### src/rtl/stage_sequencer_if.sv
// stage_sequencer_if: controller-to-countdown-timer handshake bundle
interface stage_sequencer_if;
  logic [1:0] seconds;
  logic next_stage;
  logic start_countdown;
  logic timer_rst_n;
  modport master(input seconds, next_stage, output start_countdown, timer_rst_n);
  modport slave(output seconds, next_stage, input start_countdown, timer_rst_n);
endinterface

### src/rtl/stage_sequencer.sv
// stage_sequencer: steps a game through NUM_STAGES countdowns of a latching 3 s timer with watchdog and 7-seg display
module stage_sequencer #(
  parameter int NUM_STAGES = 4,
  parameter int TIMEOUT_CYCLES = 5000000
) (
  input  logic clk,
  input  logic reset,
  input  logic game_start,
  stage_sequencer_if.master tif,
  output logic [2:0] stage,
  output logic [6:0] seg,
  output logic busy,
  output logic done,
  output logic error
);
  localparam logic [2:0] IDLE = 3'd0, ARM = 3'd1, WAIT = 3'd2, REARM = 3'd3, DONE = 3'd4, FAULT = 3'd5;
  localparam int WW = TIMEOUT_CYCLES > 1 ? $clog2(TIMEOUT_CYCLES) : 1;
  localparam logic [WW-1:0] WD_LIM = WW'(TIMEOUT_CYCLES - 1);
  localparam logic [2:0] LAST = 3'(NUM_STAGES - 1);

  logic [2:0] state, state_n;
  logic [WW-1:0] wd;
  logic game_start_q, start_edge;

  assign start_edge = game_start & ~game_start_q;

  function automatic logic [6:0] seg_of(input logic [1:0] s);
    return s == 2'd3 ? 7'b0000110 : s == 2'd2 ? 7'b0010010 : s == 2'd1 ? 7'b1001111 : 7'b0000001;
  endfunction

  // next_stage beats the watchdog when both land on the same cycle
  always_comb begin
    state_n = state;
    case (state)
      IDLE, DONE: state_n = start_edge ? ARM : state;
      ARM:        state_n = WAIT;
      WAIT:       state_n = tif.next_stage ? REARM : wd == WD_LIM ? FAULT : WAIT;
      REARM:      state_n = stage == LAST ? DONE : ARM;
      FAULT:      state_n = FAULT;
      default:    state_n = IDLE;
    endcase
  end

  always_ff @(posedge clk or posedge reset)
    if (reset) begin
      state <= IDLE;
      game_start_q <= 1'b0;
      wd <= '0;
      stage <= '0;
      tif.start_countdown <= 1'b0;
      tif.timer_rst_n <= 1'b0;
      seg <= 7'b1111111;
      busy <= 1'b0;
      done <= 1'b0;
      error <= 1'b0;
    end else begin
      state <= state_n;
      game_start_q <= game_start;
      wd <= state != WAIT ? '0 : wd == WD_LIM ? wd : wd + 1'b1;
      stage <= (state inside {IDLE, DONE}) && start_edge ? 3'd0 :
               state == REARM && stage != LAST ? stage + 3'd1 : stage;
      tif.start_countdown <= state == ARM;
      tif.timer_rst_n <= !(state inside {REARM, FAULT});
      seg <= (state inside {ARM, WAIT}) ? seg_of(tif.seconds) : state == FAULT ? 7'b0110000 : 7'b1111111;
      busy <= state inside {ARM, WAIT, REARM};
      done <= state == DONE;
      error <= state == FAULT;
    end
endmodule

### src/flat_wrapper.sv
// flat-port wrapper written by rule: the top's interface ports become plain ports
module stage_sequencer_flat 
#(
  parameter int NUM_STAGES = 4,
  parameter int TIMEOUT_CYCLES = 5000000
)
  (clk, reset, game_start, stage, seg, busy, done, error, tif_seconds, tif_next_stage, tif_start_countdown, tif_timer_rst_n);
  stage_sequencer_if tif_i ();
  input  logic clk;
  input  logic reset;
  input  logic game_start;
  output logic [2:0] stage;
  output logic [6:0] seg;
  output logic busy;
  output logic done;
  output logic error;
  input wire logic [$bits(tif_i.seconds)-1:0] tif_seconds;
  input wire logic [$bits(tif_i.next_stage)-1:0] tif_next_stage;
  output wire logic [$bits(tif_i.start_countdown)-1:0] tif_start_countdown;
  output wire logic [$bits(tif_i.timer_rst_n)-1:0] tif_timer_rst_n;
  assign tif_i.seconds = tif_seconds;
  assign tif_i.next_stage = tif_next_stage;
  assign tif_start_countdown = tif_i.start_countdown;
  assign tif_timer_rst_n = tif_i.timer_rst_n;
  stage_sequencer #(.NUM_STAGES(NUM_STAGES), .TIMEOUT_CYCLES(TIMEOUT_CYCLES)) u_core (.clk(clk), .reset(reset), .game_start(game_start), .tif(tif_i), .stage(stage), .seg(seg), .busy(busy), .done(done), .error(error));
endmodule
### config.mk
export PLATFORM = sky130hd
export DESIGN_NAME = stage_sequencer_flat
export DESIGN_NICKNAME = d
export VERILOG_FILES = /design/src/rtl/stage_sequencer_if.sv /design/src/rtl/stage_sequencer.sv /design/src/flat_wrapper.sv
export SDC_FILE = /design/constraint.sdc
export NUM_CORES = 1
export LEC_CHECK = 0
export CORE_UTILIZATION = 45
export DETAILED_ROUTE_END_ITERATION = 6
export MAX_ROUTING_LAYER = met4
export PLACE_DENSITY = 0.65
export SLEW_MARGIN = 40
export SYNTH_ARGS = -nofsm -noshare
export SYNTH_HDL_FRONTEND = slang
export SYNTH_SLANG_ARGS = --single-unit
### constraint.sdc
create_clock -name clk -period 3.9 [get_ports clk]
set_input_delay 0.975 -clock clk [delete_from_list [all_inputs] [get_ports clk]]
set_output_delay 0.975 -clock clk [all_outputs]
set_load 0.02 [all_outputs]
## Yosys cells after proc, flatten, opt, wreduce, memory -nomap -nowiden

Cells that the tools add are included.
Widths: inputs -> output; s select.

| operators by class | value |
|---|---|
| equal/unequal tests | 14 |
| reduce and logical (&&, ||, !) cells | 10 |
| mux-type cells | 14 |
| add/subtract/negate cells | 2 |
| bitwise logic cells | 2 |

Operators by type and width:

| operator | count |
|---|---|
| $mux 23 | 2 |
| $mux 7 | 5 |
| $add 23x1->23 const B | 1 |
| $eq 23x23->1 const B | 1 |
| $mux 3 | 6 |
| $pmux 3 s5 | 1 |
| $eq 3x2->1 const B | 3 |
| $reduce_bool 2->1 | 4 |
| $eq 3x3->1 const B | 2 |
| $ne 3x2->1 const B | 2 |
| $eq 2x2->1 const B | 2 |
| $add 3x1->3 const B | 1 |
| $eq 3x1->1 const B | 1 |
| $logic_not 3->1 | 1 |
| $reduce_bool 3->1 | 1 |
| $eq 2x1->1 const B | 1 |
| $logic_and 1x1->1 | 2 |
| $ne 2x1->1 const B | 1 |
| $ne 2x2->1 const B | 1 |
| $reduce_or 2->1 | 1 |
| $and 1x1->1 | 1 |
| $logic_not 1->1 | 1 |
| $not 1->1 | 1 |

| word-level totals | value |
|---|---|
| output and inout port bits | 15 |
| word-level logic and storage cells | 52 |
| flip-flop bits (word level) | 42 |
| input port bits | 6 |

## Longest topological paths before layout

Gate-level depths: netlist of run 1.

| logic depth | value |
|---|---|
| depth in word-level cells | 5 |
| gate-level depth with buffers | 6 |
| gate-level depth less buffers | 5 |

## Worst setup path after synthesis of run 1

OpenSTA, ideal clock, no wires.

| path | value |
|---|---|
| path kind | register to register |
| start | register u_core.wd[0] |
| end | register u_core.wd[20] |
| arrival time | 1,790 ps |
| cell stages (with the launch flop) | 7 |
| required time | 3,822 ps |
| path buffers | 1 |
| clock period less this slack | 1,868 ps |
| setup time | 78 ps |
| setup slack | 2,032 ps |
| cell sequence | dfrtp_1 ha_1 nand3_1 clkbuf_1 or4_4 or4_1 a21oi_1 |

| between the ends | value |
|---|---|
| cells in the longest elaborated chain, start to end | 3 |
| elaborated cells on any way between the ends | 5 |
| those cells by class | 1 x add/sub; 2 x eq/ne; 2 x mux |

RTL lines:

| what | RTL line | source |
|---|---|---|
| start, declared | stage_sequencer.sv:22 | `logic [WW-1:0] wd;` |
| start signal, assigned | stage_sequencer.sv:59 | `wd <= state != WAIT ? '0 : wd == WD_LIM ? wd : wd + 1'b1;` |
| $add 23x1->23 | stage_sequencer.sv:59 |  |
| $mux 23 (2 in series) | stage_sequencer.sv:59 |  |

Parallel ways exist; a longest one is shown, timed or not. The select of a mux whose other input is x is not followed.
A chain may end at the register's enable or synchronous reset.

## Worst setup path in the final report of run 1

| path | value |
|---|---|
| start | register u_core.seg[3] |
| end | output seg[3] |

RTL lines:

| what | RTL line | source |
|---|---|---|
| start, declared | stage_sequencer.sv:11 | `output logic [6:0] seg,` |
| start signal, assigned | stage_sequencer.sv:64 | `seg <= (state inside {ARM, WAIT}) ? seg_of(tif.seconds) : state == FAULT ? 7'b0110000 : 7'b1111111;` |
| end, declared | flat_wrapper.sv:13 | `output logic [6:0] seg;` |

No word-level cell between the ends.

==> results of run 1 <==
[worst paths after layout]
| path | to | slack [ps] |
|---|---|---|
| max | seg[3] | 1500 |
| min | u_core.wd[13] | 560 |
| max reg2reg | u_core.state[1] | 1650 |
| min reg2reg | u_core.wd[13] | 560 |
| max in group asynchronous | u_core.seg[2] | 2430 |
| min in group asynchronous | u_core.wd[2] | 1100 |
[cells in the final DEF, fill, tap and decap left out, types with 2 or more instances in the layout]
| cell | instances |
|---|---|
| dfrtp_1 | 35 |
| nor2_1 | 23 |
| clkdlybuf4s50_1 | 20 |
| nand2_1 | 16 |
| a21oi_1 | 13 |
| o21ai_0 | 11 |
| nor3_1 | 8 |
| nand3_1 | 7 |
| xnor2_1 | 7 |
| inv_1 | 6 |
| clkbuf_8 | 6 |
| dfstp_2 | 6 |
| nand4_1 | 5 |
| nand2b_1 | 4 |
| mux2i_1 | 4 |
| or3_1 | 4 |
| a21o_1 | 3 |
| nor4b_1 | 3 |
| and3_1 | 3 |
| a2111o_1 | 3 |
| a31o_2 | 3 |
| ha_1 | 3 |
| nor4_2 | 2 |
| nor2b_1 | 2 |
| or4_1 | 2 |
| and2_1 | 2 |
| nor3b_1 | 2 |
| nor4_1 | 2 |
| a211oi_1 | 2 |
| buf_4 | 2 |
[sequential cells by signal (all words and copies together), names as in the netlist]
name / flops
u_core.busy: 1
u_core.wd: 23
u_core.tif.timer_rst_n: 1
u_core.game_start_q: 1
u_core.state: 3
u_core.tif.start_countdown: 1
u_core.error: 1
u_core.done: 1
u_core.stage: 3
u_core.seg: 6
[worst min-delay path: stages, from the launching register on]
cell and delay (ps):
dfrtp_1 370, xnor2_1 80, nor2_1 70
[cells by family (layout without fill, tap and decap cells)]
kind of cell	after synthesis	after routing	synth area share
muxes	4	4	0.0198
and+or+nand+nor	91	91	0.250
xor gates and xnor gates	8	8	0.0346
DFF	41	41	0.510
buffers and inverters	15	36	0.0296
AOI/OAI and AO/OA	43	43	0.138
adders and majority gates	3	3	0.0185
[routing by layer]
layer  part of all wire  vias to the layer above
li1                   -                      778
met1               0.43                      756
met2               0.50                       39
met3              0.047                        7
met4              0.017                        0
met5                  0                        -
[stage by stage]
step | util | area (um2) | instances
after floorplan | - | 2030 | 205
after global placement | 0.521 | 2270 | 270
after detailed placement | 0.521 | 2270 | 270
after CTS | 0.548 | 2380 | 278
after global routing | 0.548 | 2390 | 278
final | 0.548 | 2390 | 278
[final cells by class]
| type | count | area [um2] | area share |
|---|---|---|---|
| inverters | 6 | 22.5 | 0.00943 |
| repair buffers | 22 | 215 | 0.0901 |
| clock inverters | 1 | 30.0 | 0.0126 |
| well taps | 52 | 65.1 | 0.0273 |
| clock buffers | 7 | 86.3 | 0.0362 |
| multi-input cells | 149 | 935 | 0.392 |
| flip-flops and latches | 41 | 1030 | 0.433 |
[power by group through the flow]
stage	logic, W	clock network, W	registers (W)
3_3_place_gp	0.000449	0	0.000574
3_5_place_dp	0.000463	0	0.000582
2_1_floorplan	0.000228	0	0.000637
5_1_grt	0.000508	0.000377	0.000584
4_1_cts	0.000465	0.000362	0.000573
6_report	0.000462	0.000353	0.000572
==> results.yml, run 1 <==
run_status:
  status: "finished, final reports clean"
placement:
  place_ws_ps: 1640
  place.port_buffers: 20
  place.gp.congestion: 0.765
  dp_hpwl_um: 2770
worst_hold_path:
  min-delay-path-class: "flip-flop to flip-flop"
  whs_path_depth: 2
  min_from: "u_core.wd[13]"
clock_tree:
  clk_path_buf_depth: 2
  cts_tree: "built"
  cts_buffers: 5
  cts.sinks: 41
  htreeDepth: 2
  postCtsSetupBuffers: 0
  clk_pin_slew_ps: 70
  clock_latency_ps: 300
  cts_resized: 0
  cts_hold_buffers: 0
  cts-root-buf: "clkbuf_8"
setup_path:
  crit_slowest_cell: "clkdlybuf4s50_1"
  critPathArrivalTime_ps: 1430
  slowest_delay_ps: 600
  cp_top_family: "buffers and inverters"
  crit_required_ps: 2920
  crit_chain: "clkdlybuf4s50_1"
  ff2ff_path_depth: 5
  cp_num_cells: 1
  path_class: "flip-flop to primary output"
  startpoint: "u_core.seg[3]"
  reg2reg_from: "u_core.wd[0]"
  crit_buf_inv: 1
  critPathLaunchType: "flip-flop"
  endpoint_kind: "primary output"
  worstPathMaxFanout: 2
global_routing:
  use_met2: 0.299
  grt_pass1_vias: 1519
  met3_usage: 0.0541
  grt_overflow: 0
  grt_antenna_before_repair: 0
  gr-usage-all-layers: 0.188
  grt_first_pass_wirelength_um: 6770
  grt_max_degree: 42
  grt-busiest-layer: "met2"
  gr-usage-met1: 0.217
yosys:
  async_reset_ff_frac: 1.00
  yosysSeqAreaShare: 0.510
  synth_cell_types: 44
  syn_avg_cell_area_um2: 9.88
  syn_area_um2: 2030
  syn-instance-count: 205
  synth.top_cells.by_area: "dfrtp_1 (43%), dfstp_2 (7.8%), nor2_1 (4.3%)"
  ys.flop_type: "dfrtp_1"
  synth-warning-count: 0
  yosys.area.top_type: "dfrtp_1"
  syn_nets: 214
  yosysMostFrequentCell: "dfrtp_1"
  synth_edf_count: 0
  synth_top_area_share: 0.432
  ys_seq_elements: 41
  synth_commonest_cells: "dfrtp_1 (35), nor2_1 (23), nand2_1 (16)"
pwr:
  vdd_drop_max_v: 0.000224
  power_switching_w: 0.000462
  internal_power_w: 0.000924
  p_sw_frac: 0.334
  leakage_nw: 0.978
  p_seq_frac: 0.412
  combPwrFrac: 0.333
  pwr-share-clk: 0.255
  powerDensity_nw_per_um2: 581
  power_w: 0.00139
floorplanning:
  start_util: 0.465
  io_pins: 21
  die_h_um: 69.1
  rows: 24
  die_w_um: 69.1
  core_area_um2: 4350
  die_area_um2: 4770
timing:
  fin_setup_tns_ps: 0
  finalHoldViolations: 0
  drv_slew: 0
  fin_crit_sh: 0.616
  fmaxAchievable_ghz: 0.417
  relSlewSlack: 0.499
  tightest_slew_ps: 745
  rsz0062_at_grt: "no"
  fin_hold_ws_ps: 562
  fin_skew_ps: 5.41
  setup_viol: 0
  postLayoutSetupSlackWorst_ps: 1500
  fin_crit_ps: 2400
layout:
  syn2layout_area_growth_pct: 17.9
  layout-drive-gt1-share: 0.102
  nets: 234
  antenna_cells: 0
  n_fill_cell: 393
route:
  drt_iter0_markers: 77
  antenna_left: 0
  vias: 1580
  remaining_drc_errors: 0
  wirelength_um: 3980
  firstDrtPassIters: 4
  wire_per_inst_um: 14.3
  vias_per_cell: 5.68
run:
  maxCapViolations: 0
Power figures use the tool's default switching activity.
==> run 2, diff against run 1 <==
- clock period: 3.9 -> 2.5 ns (I/O delays scaled with it)
==> run 2 against run 1 <==
Compared with the run above: register-to-register slack got worse by 1200 ps; power increased by 45%; global-route usage decreased by 0.14 points; utilization decreased by 0.43 points; via count increased by 1.0%; hold slack improved by 6.0 ps; first-iteration DRC count decreased by 31%; sequential cell count unchanged; critical path depth unchanged.
==> results.yml, run 2 (same netlist as run 1, synthesis figures left out) <==
pwr:
  vdd_drop_max_v: 0.000378
  powerDensity_nw_per_um2: 850
  leakage_nw: 0.974
layout:
  final_common_cell: "dfrtp_1"
  fin_cells: 280
  reg_top3: "u_core.wd x23, u_core.seg x6"
  layout-drive-gt1-share: 0.105
  utilization: 0.544
  antenna_cells: 0
  layout_common_cells: "dfrtp_1 (35), nor2_1 (23), clkdlybuf4s50_1 (20), nand2_1 (16), a21oi_1 (13)"
  syn2layout_area_growth_pct: 16.9
  largest_reg_flops: 23
  largest_register: "u_core.wd"
  n_fill_cell: 390
  nets: 237
floorplanning:
  start_util: 0.465
  die_w_um: 69.1
  die_area_um2: 4770
  io_pins: 21
  rows: 24
  core_area_um2: 4350
  die_h_um: 69.1
setup_path:
  critPathArrivalTime_ps: 1410
  cp_top_family: "buffers and inverters"
  crit_chain: "clkdlybuf4s50_1"
  endpoint_kind: "primary output"
  crit_slowest_cell: "clkdlybuf4s50_1"
  crit_required_ps: 1880
  slowest_delay_ps: 590
  critPathLaunchType: "flip-flop"
  crit_buf_inv: 1
  path_class: "flip-flop to primary output"
  worstPathMaxFanout: 2
route:
  antenna_left: 0
  wirelength_um: 4040
  vias: 1596
  firstDrtPassIters: 4
  wire_per_inst_um: 14.4
  vias_per_cell: 5.70
  drt_iter0_markers: 53
  remaining_drc_errors: 0
timing:
  fmaxAchievable_ghz: 0.493
  setup_viol: 0
  postLayoutSetupSlackWorst_ps: 470
  finalHoldViolations: 0
  fin_crit_ps: 2030
  fin_skew_ps: 8.17
  rsz0062_at_grt: "no"
  fin_crit_sh: 0.812
  fin_setup_tns_ps: 0
  fin_hold_ws_ps: 568
  relSlewSlack: 0.534
  drv_slew: 0
  tightest_slew_ps: 693
global_routing:
  grt_overflow: 0
  grt_antenna_before_repair: 0
  grt_max_degree: 42
  grt_pass1_vias: 1482
  gr-usage-all-layers: 0.186
  grt_first_pass_wirelength_um: 6880
clock_tree:
  cts-root-buf: "clkbuf_8"
  cts.sinks: 41
  cts_hold_buffers: 0
  htreeDepth: 2
  postCtsSetupBuffers: 0
  clk_pin_slew_ps: 70
  clk_path_buf_depth: 2
  cts_tree: "built"
  clock_latency_ps: 290
  cts_resized: 0
  cts_buffers: 5
placement:
  dp.cells: 273
  dp_hpwl_um: 2890
  place.port_buffers: 20
  place.gp.congestion: 0.809
  place_ws_ps: 515
run:
  maxCapViolations: 0
worst_hold_path:
  min-delay-path-class: "flip-flop to flip-flop"
run_status:
  status: "finished, final reports clean"
run 2: area by class of cell:
class | instances | area, um2 | area share
timing repair buffer | 25 | 238 | 0.100
sequential | 41 | 1030 | 0.436
tap | 52 | 65.1 | 0.0275
clock inverter | 1 | 5.00 | 0.00211
multi-input combinational | 149 | 932 | 0.394
clock buffer | 6 | 72.6 | 0.0306
inverter | 6 | 22.5 | 0.00951
run 2: metrics by stage:
| step | total power (W) | area [um2] |
|---|---|---|
| after detailed placement | 0.00164 | 2290 |
| after CTS | 0.00204 | 2370 |
| final | 0.00201 | 2370 |
| after global placement | 0.00161 | 2290 |
| after global routing | 0.00214 | 2370 |
| after floorplan | 0.00135 | 2030 |
run 2: power breakdown:
| group | internal, W | switching, W |
|---|---|---|
| Clock | 0.000190 | 0.000207 |
| Sequential | 0.000807 | 0.0000848 |
| Combinational | 0.000317 | 0.000408 |
| Total | 0.00131 | 0.000700 |
run 2: per-layer routing:
layer,up-vias,share of wire,track usage
met5,-,0,-
met4,0,0.011,0.0658
met3,5,0.036,0.0424
met2,42,0.49,0.299
met1,765,0.46,0.232
li1,784,-,-
run 2: final timing paths:
path	start	endpoint	slack [ps]	depth (start not counted)
setup / recovery	u_core.seg[3]	seg[6]	470	1
hold / removal	u_core.state[2]	u_core.busy	570	1
setup reg to reg	u_core.wd[0]	u_core.state[1]	490	5
hold reg to reg	u_core.state[2]	u_core.busy	570	1
max in group asynchronous	reset	u_core.seg[1]	1370	3
min in group asynchronous	reset	u_core.wd[2]	750	3
==> run 3, diff against run 2 <==
- PLACE_DENSITY: 0.65 -> 0.67
- clock period: 2.5 -> 1.8 ns (I/O delays scaled with it)
==> run 3 against run 2 <==
Compared with the run above: sequential cell count stayed put; power is 45% higher; global-route usage up 1.8 points; design area rose by 11%; combinational power increased by 52%; setup slack got worse by 460 ps; clock-buffer cell count is 1 lower; clock power increased by 51%; register-to-register slack got worse by 480 ps; utilization rose by 6.0 points; hold slack worse by 67 ps; largest cell class unchanged.
==> results.yml, run 3 (same netlist as run 1, synthesis figures left out) <==
setup_path:
  critPathArrivalTime_ps: 1990
  path_class: "flip-flop to flip-flop"
  critPathLaunchType: "flip-flop"
  worstPathMaxFanout: 4
  crit_required_ps: 1990
  endpoint_kind: "flip-flop"
clock_tree:
  cts_buffers: 5
  cts_tree: "built"
  clock_latency_ps: 300
  clk_path_buf_depth: 2
  htreeDepth: 2
  cts.sinks: 41
  clk_pin_slew_ps: 80
  cts-root-buf: "clkbuf_8"
  cts_hold_buffers: 0
layout:
  layout_common_cells: "dfrtp_1 (33), buf_4 (31), nor2_1 (23), nand2_1 (16)"
  final_common_cell: "dfrtp_1"
  antenna_cells: 0
  layout-drive-gt1-share: 0.238
  syn2layout_area_growth_pct: 29.8
  largest_register: "u_core.wd"
  nets: 264
  largest_reg_flops: 23
  fin_cells: 308
  reg_top3: "u_core.wd x23, u_core.seg x6"
floorplanning:
  io_pins: 21
  core_area_um2: 4350
  rows: 24
  die_area_um2: 4770
  die_w_um: 69.1
  start_util: 0.465
  die_h_um: 69.1
run_status:
  status: "finished, final reports clean"
timing:
  drv_slew: 0
  rsz0062_at_grt: "yes"
  fin_crit_sh: 0.996
  tightest_slew_ps: 397
  fin_crit_ps: 1790
  setup_viol: 0
  fmaxAchievable_ghz: 0.558
  relSlewSlack: 0.735
  finalHoldViolations: 0
  fin_setup_tns_ps: 0
  fin_skew_ps: 8.69
global_routing:
  grt_overflow: 0
  grt_pass1_vias: 1711
  gr-usage-all-layers: 0.205
  grt_first_pass_wirelength_um: 7560
  grt_max_degree: 42
  grt_antenna_before_repair: 0
route:
  wirelength_um: 4420
  drt_iter0_markers: 60
  wirelength_met1_um: 1990
  dr.max_layer_used: "met4"
  antenna_left: 0
  firstDrtPassIters: 4
  wire_per_inst_um: 14.3
  remaining_drc_errors: 0
  met3_length_um: 150
  vias_per_cell: 5.50
  vias: 1694
  wl_met2_um: 2190
pwr:
  vdd_drop_max_v: 0.000711
  powerDensity_nw_per_um2: 1110
  leakage_nw: 1.12
placement:
  place.port_buffers: 20
  place.gp.congestion: 0.770
  dp_hpwl_um: 3150
  dp.cells: 299
run:
  maxCapViolations: 0
worst_hold_path:
  min-delay-path-class: "input port to asynchronous set/reset pin"
[run 3: worst max-delay path, stage by stage (launching register included)]
cell and delay, ps:
dfrtp_1 410, ha_4 180, nand3_4 90, or4_4 490, or3_4 340, a21o_1 180
[run 3: where the power goes]
group | internal [W] | switching (W) | leakage [nW] | total (W)
Clock | 0.000268 | 0.000331 | 0.0439 | 0.000599
Combinational | 0.000476 | 0.000625 | 0.542 | 0.00110
Sequential | 0.00112 | 0.0000967 | 0.531 | 0.00122
Total | 0.00186 | 0.00105 | 1.12 | 0.00292
[run 3: area by class of cell]
| cell class | instances | area (um2) |
|---|---|---|
| clock buffer | 5 | 68.8 |
| clock inverter | 3 | 17.5 |
| fill | 381 | 1720 |
| inverter | 6 | 22.5 |
| multi-input combinational | 149 | 976 |
| sequential | 41 | 1040 |
| tap | 52 | 65.1 |
| timing repair buffer | 52 | 444 |
[run 3: path summary, 6_finish.rpt]
check                           startpoint  slack (ps)  depth (start not counted)               to
max                           u_core.wd[1]           7                          5  u_core.state[1]
min                                  reset         500                          3     u_core.wd[3]
max reg2reg                   u_core.wd[1]           7                          5  u_core.state[1]
min reg2reg                u_core.state[2]         560                          1      u_core.busy
max in group asynchronous            reset        1040                          3    u_core.seg[0]
min in group clk           u_core.state[2]         560                          1      u_core.busy
[run 3: per-stage QoR]
step	area [um2]	utilization	power (W)	hold slack, ps	worst slack, ps
floorplan	2050	-	0.00188	481	-30.5
global placement	2510	0.576	0.00233	538	23.2
detailed placement	2510	0.576	0.00236	548	-19.2
CTS	2600	0.598	0.00293	517	24.3
global route	2630	0.604	0.00309	527	-35.2
finish	2630	0.604	0.00292	501	6.53
[run 3: repair_timing]
item                       CTS  global route
gates resized for setup      9             6
pin swaps                    2             1
buffers inserted             1             0
setup endpoints to repair    9             6
[run 3: routing by layer]
metal  global-route usage  vias to the layer above
li1                     -                      837
met1                0.250                      815
met2                0.328                       33
met3               0.0439                        9
met4               0.0884                        0
met5                    -                        -
